==> config.mk <==
export PLATFORM = sky130hd
export DESIGN_NAME = key_conditioner
export DESIGN_NICKNAME = d
export VERILOG_FILES = /design/src/rtl/key_conditioner.sv
export SDC_FILE = /design/constraint.sdc
export NUM_CORES = 1
export LEC_CHECK = 0
export CORE_AREA = 2 2 84 167
export CTS_BUF_LIST = sky130_fd_sc_hd__clkbuf_4 sky130_fd_sc_hd__clkbuf_8 sky130_fd_sc_hd__clkbuf_16
export CTS_CLUSTER_SIZE = 28
export DETAILED_ROUTE_END_ITERATION = 16
export DIE_AREA = 0 0 86 169
export PLACE_DENSITY_LB_ADDON = 0.25
export SETUP_SLACK_MARGIN = 0.15
export SYNTH_ARGS = -nofsm -noshare
export SYNTH_HDL_FRONTEND = slang
export SYNTH_SLANG_ARGS = --single-unit
==> constraint.sdc <==
create_clock -name CP -period 7.5 [get_ports CP]
set_clock_uncertainty 0.05 [all_clocks]
set_input_delay 1.5 -clock CP [delete_from_list [all_inputs] [get_ports CP]]
set_output_delay 1.5 -clock CP [all_outputs]
set_load 0.05 [all_outputs]
==> src/rtl/key_conditioner.sv <==
// Push-button front end: 2-flop sync, per-key debounce, single-owner press pulses.
// Define KEY_AUTO_REPEAT_EN to add up/down auto-repeat while held.
module key_conditioner #(
  parameter int DEBOUNCE_CYC     = 2_000_000,
  parameter int REPEAT_DELAY_CYC = 50_000_000,
  parameter int REPEAT_RATE_CYC  = 10_000_000
) (
  input  logic       CP,
  input  logic       _CR,
  input  logic [4:0] key_raw,
  output logic       left_p,
  output logic       right_p,
  output logic       up_p,
  output logic       down_p,
  output logic       apply_p,
  output logic [2:0] held_key
);

  localparam int MAX_DR = (REPEAT_DELAY_CYC > REPEAT_RATE_CYC) ? REPEAT_DELAY_CYC : REPEAT_RATE_CYC;
  localparam int MAX_P  = (DEBOUNCE_CYC > MAX_DR) ? DEBOUNCE_CYC : MAX_DR;
  localparam int CNT_W  = (MAX_P > 2) ? $clog2(MAX_P) : 1;
  localparam logic [CNT_W-1:0] DEB_TERM = CNT_W'(DEBOUNCE_CYC - 1);
`ifdef KEY_AUTO_REPEAT_EN
  localparam logic [CNT_W-1:0] DLY_TERM  = CNT_W'(REPEAT_DELAY_CYC - 1);
  localparam logic [CNT_W-1:0] RATE_TERM = CNT_W'(REPEAT_RATE_CYC - 1);
`endif

  typedef enum logic [1:0] {IDLE, HOLD, REPEAT} state_t;

  logic [4:0] sync0_q, sync1_q, deb_q, deb_dly_q;
  logic [4:0] rise;

  always_ff @(posedge CP or posedge _CR) begin
    if (_CR) begin
      sync0_q   <= '0;
      sync1_q   <= '0;
      deb_dly_q <= '0;
    end else begin
      sync0_q   <= key_raw;
      sync1_q   <= sync0_q;
      deb_dly_q <= deb_q;
    end
  end

  // Any disagreement that does not persist DEBOUNCE_CYC cycles restarts the count.
  for (genvar i = 0; i < 5; i++) begin : g_deb
    logic [CNT_W-1:0] cnt_q;
    logic             lvl_q;
    always_ff @(posedge CP or posedge _CR) begin
      if (_CR) begin
        cnt_q <= '0;
        lvl_q <= 1'b0;
      end else if (sync1_q[i] == lvl_q) begin
        cnt_q <= '0;
      end else if (cnt_q == DEB_TERM) begin
        lvl_q <= sync1_q[i];
        cnt_q <= '0;
      end else begin
        cnt_q <= cnt_q + 1'b1;
      end
    end
    assign deb_q[i] = lvl_q;
  end

  assign rise = deb_q & ~deb_dly_q;

  // Ascending scan so the highest bit (apply) wins.
  logic [2:0] pick_code;
  logic [4:0] pick_oh;
  always_comb begin
    pick_code = '0;
    pick_oh   = '0;
    for (int i = 0; i < 5; i++) begin
      if (rise[i]) begin
        pick_code = 3'(i + 1);
        pick_oh   = 5'b00001 << i;
      end
    end
  end

  state_t     state_q;
  logic [2:0] owner_q;
  logic [4:0] pulse_q;
  logic       own_lvl;

  always_comb begin
    case (owner_q)
      3'd1:    own_lvl = deb_q[0];
      3'd2:    own_lvl = deb_q[1];
      3'd3:    own_lvl = deb_q[2];
      3'd4:    own_lvl = deb_q[3];
      3'd5:    own_lvl = deb_q[4];
      default: own_lvl = 1'b0;
    endcase
  end

`ifdef KEY_AUTO_REPEAT_EN
  logic [CNT_W-1:0] tmr_q;
  logic [4:0]       own_oh;
  logic             is_ud;
  assign is_ud  = (owner_q == 3'd3) || (owner_q == 3'd4);
  assign own_oh = (owner_q == 3'd4) ? 5'b01000 : 5'b00100;
`endif

  always_ff @(posedge CP or posedge _CR) begin
    if (_CR) begin
      state_q <= IDLE;
      owner_q <= '0;
      pulse_q <= '0;
`ifdef KEY_AUTO_REPEAT_EN
      tmr_q   <= '0;
`endif
    end else begin
      pulse_q <= '0;
      case (state_q)
        IDLE: begin
          if (|rise) begin
            pulse_q <= pick_oh;
            owner_q <= pick_code;
            state_q <= HOLD;
`ifdef KEY_AUTO_REPEAT_EN
            tmr_q   <= '0;
`endif
          end
        end
        HOLD: begin
          // Release is checked first so it always beats a repeat falling due.
          if (!own_lvl) begin
            state_q <= IDLE;
            owner_q <= '0;
          end
`ifdef KEY_AUTO_REPEAT_EN
          else if (tmr_q == DLY_TERM) begin
            tmr_q <= '0;
            if (is_ud) begin
              pulse_q <= own_oh;
              state_q <= REPEAT;
            end
          end else begin
            tmr_q <= tmr_q + 1'b1;
          end
`endif
        end
`ifdef KEY_AUTO_REPEAT_EN
        REPEAT: begin
          if (!own_lvl) begin
            state_q <= IDLE;
            owner_q <= '0;
          end else if (tmr_q == RATE_TERM) begin
            pulse_q <= own_oh;
            tmr_q   <= '0;
          end else begin
            tmr_q <= tmr_q + 1'b1;
          end
        end
`endif
        default: begin
          state_q <= IDLE;
          owner_q <= '0;
        end
      endcase
    end
  end

  assign {apply_p, up_p, down_p, left_p, right_p} = pulse_q;
  assign held_key = owner_q;

endmodule

### Word-level counts from Yosys, hierarchy flattened

Cells that the tools add are included.

* register bits after elaboration: 160
* input bits: 7
* output and inout port bits: 8
* logic and storage cells: 83

* add/subtract/negate cells: 5
* equal/unequal tests: 18
* muxes and demuxes: 29
* bitwise operators: 7
* reductions and logical operators: 8

Operators with widths (number)
* two-way mux 26 bit: 10
* adder 26 x 1 -> 26 bit, second input constant: 5
* == test 26 x 21 -> 1 bit, second input constant: 5
* two-way mux 5 bit: 6
* two-way mux 3 bit: 6
* AND reduction 2 bit: 6
* == test 3 x 2 -> 1 bit, second input constant: 2
* == test 3 bit, second input constant: 2
* case mux 3 bit (2 select lines): 1
* AND 5 bit: 1
* == test 1 bit: 5
* inverter 1 bit: 5
* inverter 5 bit: 1
* case mux 1 bit (5 select lines): 1
* OR reduction 5 bit: 1
* two-way mux 2 bit: 2
* inequality test 2 bit, second input constant: 2
* case mux 2 bit (2 select lines): 1
* == test 3 x 1 -> 1 bit, second input constant: 1
* == test 2 x 1 -> 1 bit, second input constant: 1
* zero test 2 bit: 1
* two-way mux 1 bit: 2

### Logic depth before layout (Yosys ltp)

* depth after elaboration: 9
* mapped depth: 6
* mapped depth without buffers: 5

### Worst setup path after synthesis

OpenSTA, ideal clock, no wires.

* path type: reg-to-output
* start point: register owner_q[0] (netlist: held_key[0])
* end point: output held_key[0]
* data arrival time: 680 ps
* required time: 5950 ps
* path slack: 5270 ps
* cell stages (with the launch flop): 1
* path buffers: 0
* cell sequence: dfrtp_1

RTL lines
* start, declared: RTL line 82 `logic [2:0] owner_q;`
* start signal, assigned: RTL line 119 `owner_q <= pick_code;`
* end, declared: RTL line 16 `output logic [2:0] held_key`

No word-level cell between the ends.

### Final worst setup path

* start point: register owner_q[0] (netlist: held_key[0])
* end point: output held_key[0]

No word-level cell between the ends.

==> flow_metrics.py <==
metrics = {
    "run_status": {
        "status": "completed",
    },
    "worst_setup_path": {
        "crit_family": "buffers and inverters",
        "worstPathRequired_ns": 5.95,
        "path_class": "reg2out",
        "path_cells": "clkdlybuf4s50_1",
        "crit_arrival_ns": 1.73,
        "cp_max_fo": 6,
        "crit_path_top_delay_cell": "clkdlybuf4s50_1",
        "slowest_delay_ns": 0.85,
        "cp-start-kind": "register",
        "crit_buf_inv": 1,
        "endpoint_kind": "primary output",
    },
    "power_and_ir_drop": {
        "p_total_w": 0.00183,
        "ir_worst_vdd_mv": 0.157,
        "pwr_density_cell_nw_per_um2": 209,
        "leakagePower_nw": 3.49,
    },
    "logic_synthesis": {
        "yosysTopAreaCell": "dfrtp_1",
        "syn-instance-count": 788,
        "synth_xor_xnor_area_share_pct": 7.48,
        "synth_edf_count": 0,
        "ys_top_cells_by_count": "dfrtp_1 (159), nor2_1 (82), a21oi_1 (59)",
        "syn-cell-area_um2": 7840,
        "synthTopCellsByArea": "dfrtp_1 (51%), xor2_1 (4.1%), nor2_1 (3.9%)",
        "synth_fa_ha_area_share_pct": 1.60,
        "synth_top_area_share_pct": 50.8,
        "ys_types": 43,
        "avgSynthCellArea_um2": 9.95,
        "muxShareOfSynthArea_pct": 0.974,
        "ys_async_sr_fraction_pct": 100,
        "synth_seq_cells": 159,
        "synth.most_common_cell": "dfrtp_1",
        "ys_warn_count": 0,
        "synth_top_family_by_area": "simple AND/OR/NAND/NOR gates",
        "seq_area_frac_synth_pct": 50.8,
        "yosys.area_share.simple_pct": 26.9,
        "synth-main-ff-cell": "dfrtp_1",
        "synth_compound_area_share_pct": 10.2,
        "synth_nets": 805,
    },
    "clock_tree": {
        "cts_sinks": 159,
        "clk_pin_slew_worst_paths_ns": 0.06,
        "clockBufferDepth": 2,
        "worstSkewPairLatency_ns": 0.42,
        "cts_tree": "yes",
        "postCtsSetupRepairBufs": 0,
        "htreeDepth": 4,
        "cts_resized": 0,
        "cts_buffers": 17,
        "hold_buffers": 0,
        "cts-root-buf": "clkbuf_16",
    },
    "global_route": {
        "grt_pass1_vias": 5848,
        "grt_first_pass_wirelength_um": 27000,
        "antenna_found_initial": 0,
        "grt_overflow": 0,
        "grt_start_max_net_pins": 108,
        "track_usage_pct": 22.6,
    },
    "timing": {
        "slew_headroom_pct": 33.8,
        "final_hold_viol_count": 0,
        "tightest_slew_ns": 0.992,
        "setup-violations-final": 0,
        "slew_violations": 0,
        "min_period_ns": 3.28,
        "period_share_pct": 43.7,
        "fmaxAchievable_ghz": 0.305,
        "tns_ns": 0,
        "rsz0062_at_grt": "false",
    },
    "placed_design": {
        "dp_hpwl_um": 10000,
        "io_buffers": 14,
        "gp_congestion": 0.819,
        "dp.cells": 935,
    },
    "layout": {
        "ff_latch_area_um2": 3980,
        "nNetsFinal": 816,
        "multiInputGateArea_um2": 3710,
        "instances_no_fill": 966,
        "n_fill_cell": 1034,
        "syn_to_final_growth_pct": 11.3,
        "diodes": 0,
        "drive_above_1_share_pct": 6.17,
    },
    "floorplanning": {
        "start_util_pct": 59.0,
        "ios": 15,
        "coreArea_um2": 13300,
        "die_height_um": 169,
        "design.die.area_um2": 14500,
        "die_x_um": 86,
        "rows": 60,
    },
    "job": {
        "max_cap_violations": 0,
    },
    "min_path": {
        "min_path_type": "reg2reg",
    },
    "routing": {
        "antenna_left": 0,
        "drc": 0,
        "routed_via_density": 6.38,
        "vias": 6159,
        "wl_per_cell_um": 16.0,
        "dr.pass1.iters": 6,
        "detail_route.iter0.violations": 372,
        "wl_um": 15500,
    },
}
per-layer routing:
metal / GRT usage (%) / vias to the layer above / part of all wire, %
met1: 31.2 / 3021 / 45
met4: 7.66 / 0 / 1.5
met2: 35.6 / 130 / 50
met5: 0 / - / 0
li1: - / 2985 / -
met3: 4.78 / 23 / 3.5
kinds of logic after synthesis:
kind of cell,Yosys count
AND/OR/NAND/NOR,379
AO/OA/AOI/OAI,129
XOR/XNOR,67
flip-flops,159
multiplexers,7
adder cells (fa/ha/maj),10
buffers and inverters,37
layout make-up:
| class | count | share of cell area, % |
|---|---|---|
| inverter | 10 | 0.487 |
| sequential | 159 | 45.6 |
| clock buffer | 20 | 5.35 |
| clock inverter | 11 | 1.79 |
| multi-input combinational | 592 | 42.5 |
| timing repair buffer | 19 | 2.04 |
| tap | 155 | 2.22 |
cell usage in the layout, fill, tap and decap left out, types with 2 or more instances in the layout:
cell type and n:
and3_1 16, buf_4 5, and2_1 7, or4_1 41
o21ai_0 24, nor3b_1 2, clkinvlp_4 3, nand4_1 48
nand2b_1 6, nand3_1 47, nand2_1 45, inv_1 9
nor4_1 16, and4_1 17, or4b_2 2, or3_1 26
mux2i_1 2, clkinv_4 3, clkbuf_16 17, o31ai_1 36
inv_6 3, o41ai_4 2, ha_1 10, dfrtp_1 159
a21oi_1 59, clkdlybuf4s50_1 14, bufinv_16 3, clkbuf_8 3
mux2_2 5, nor4b_1 7, xor2_1 37, xnor2_1 30
nor3_1 12, nor2_1 82
sequential cells by signal (all words and copies together) (netlist names):
name / count
deb_dly_q: 5
g_deb.cnt_q: 130
g_deb.lvl_q: 5
held_key: 3
pulse_q: 5
state_q: 1
sync0_q: 5
sync1_q: 5
path summary, 6_finish.rpt:
| check | from | endpoint | slack [ns] | cells past startpoint |
|---|---|---|---|---|
| worst max-delay path | held_key[0] | held_key[0] | 4.22 | 1 |
| worst min-delay path | sync0_q[4] | sync1_q[4] | 0.30 | 0 |
| worst max register to register | g_deb[4].cnt_q[14] | g_deb[4].cnt_q[25] | 4.88 | 4 |
| worst min register to register | sync0_q[4] | sync1_q[4] | 0.30 | 0 |
| max in group asynchronous | _CR | g_deb[2].cnt_q[9] | 4.52 | 3 |
| min in group asynchronous | _CR | g_deb[0].cnt_q[2] | 1.60 | 2 |
through the flow:
step / hold slack [ns] / cell area, µm² / util (%) / setup WS, ns
3_3_place_gp: 0.285 / 8110 / 61.0 / 4.01
4_1_cts: 0.300 / 8730 / 65.7 / 4.21
5_1_grt: 0.305 / 8730 / 65.7 / 4.17
6_report: 0.298 / 8730 / 65.7 / 4.22
3_5_place_dp: 0.286 / 8110 / 61.0 / 4.00
2_1_floorplan: 0.281 / 7840 / - / 1.66
where the power goes:
part / internal (W) / leakage [nW] / switching (W)
clock: 0.000552 / 0.295 / 0.000348
sequential: 0.000867 / 2.19 / 0.0000109
combinational: 0.0000139 / 1.01 / 0.0000355
total: 0.00143 / 3.49 / 0.000394
No activity file was read; power rests on OpenSTA's default activity.
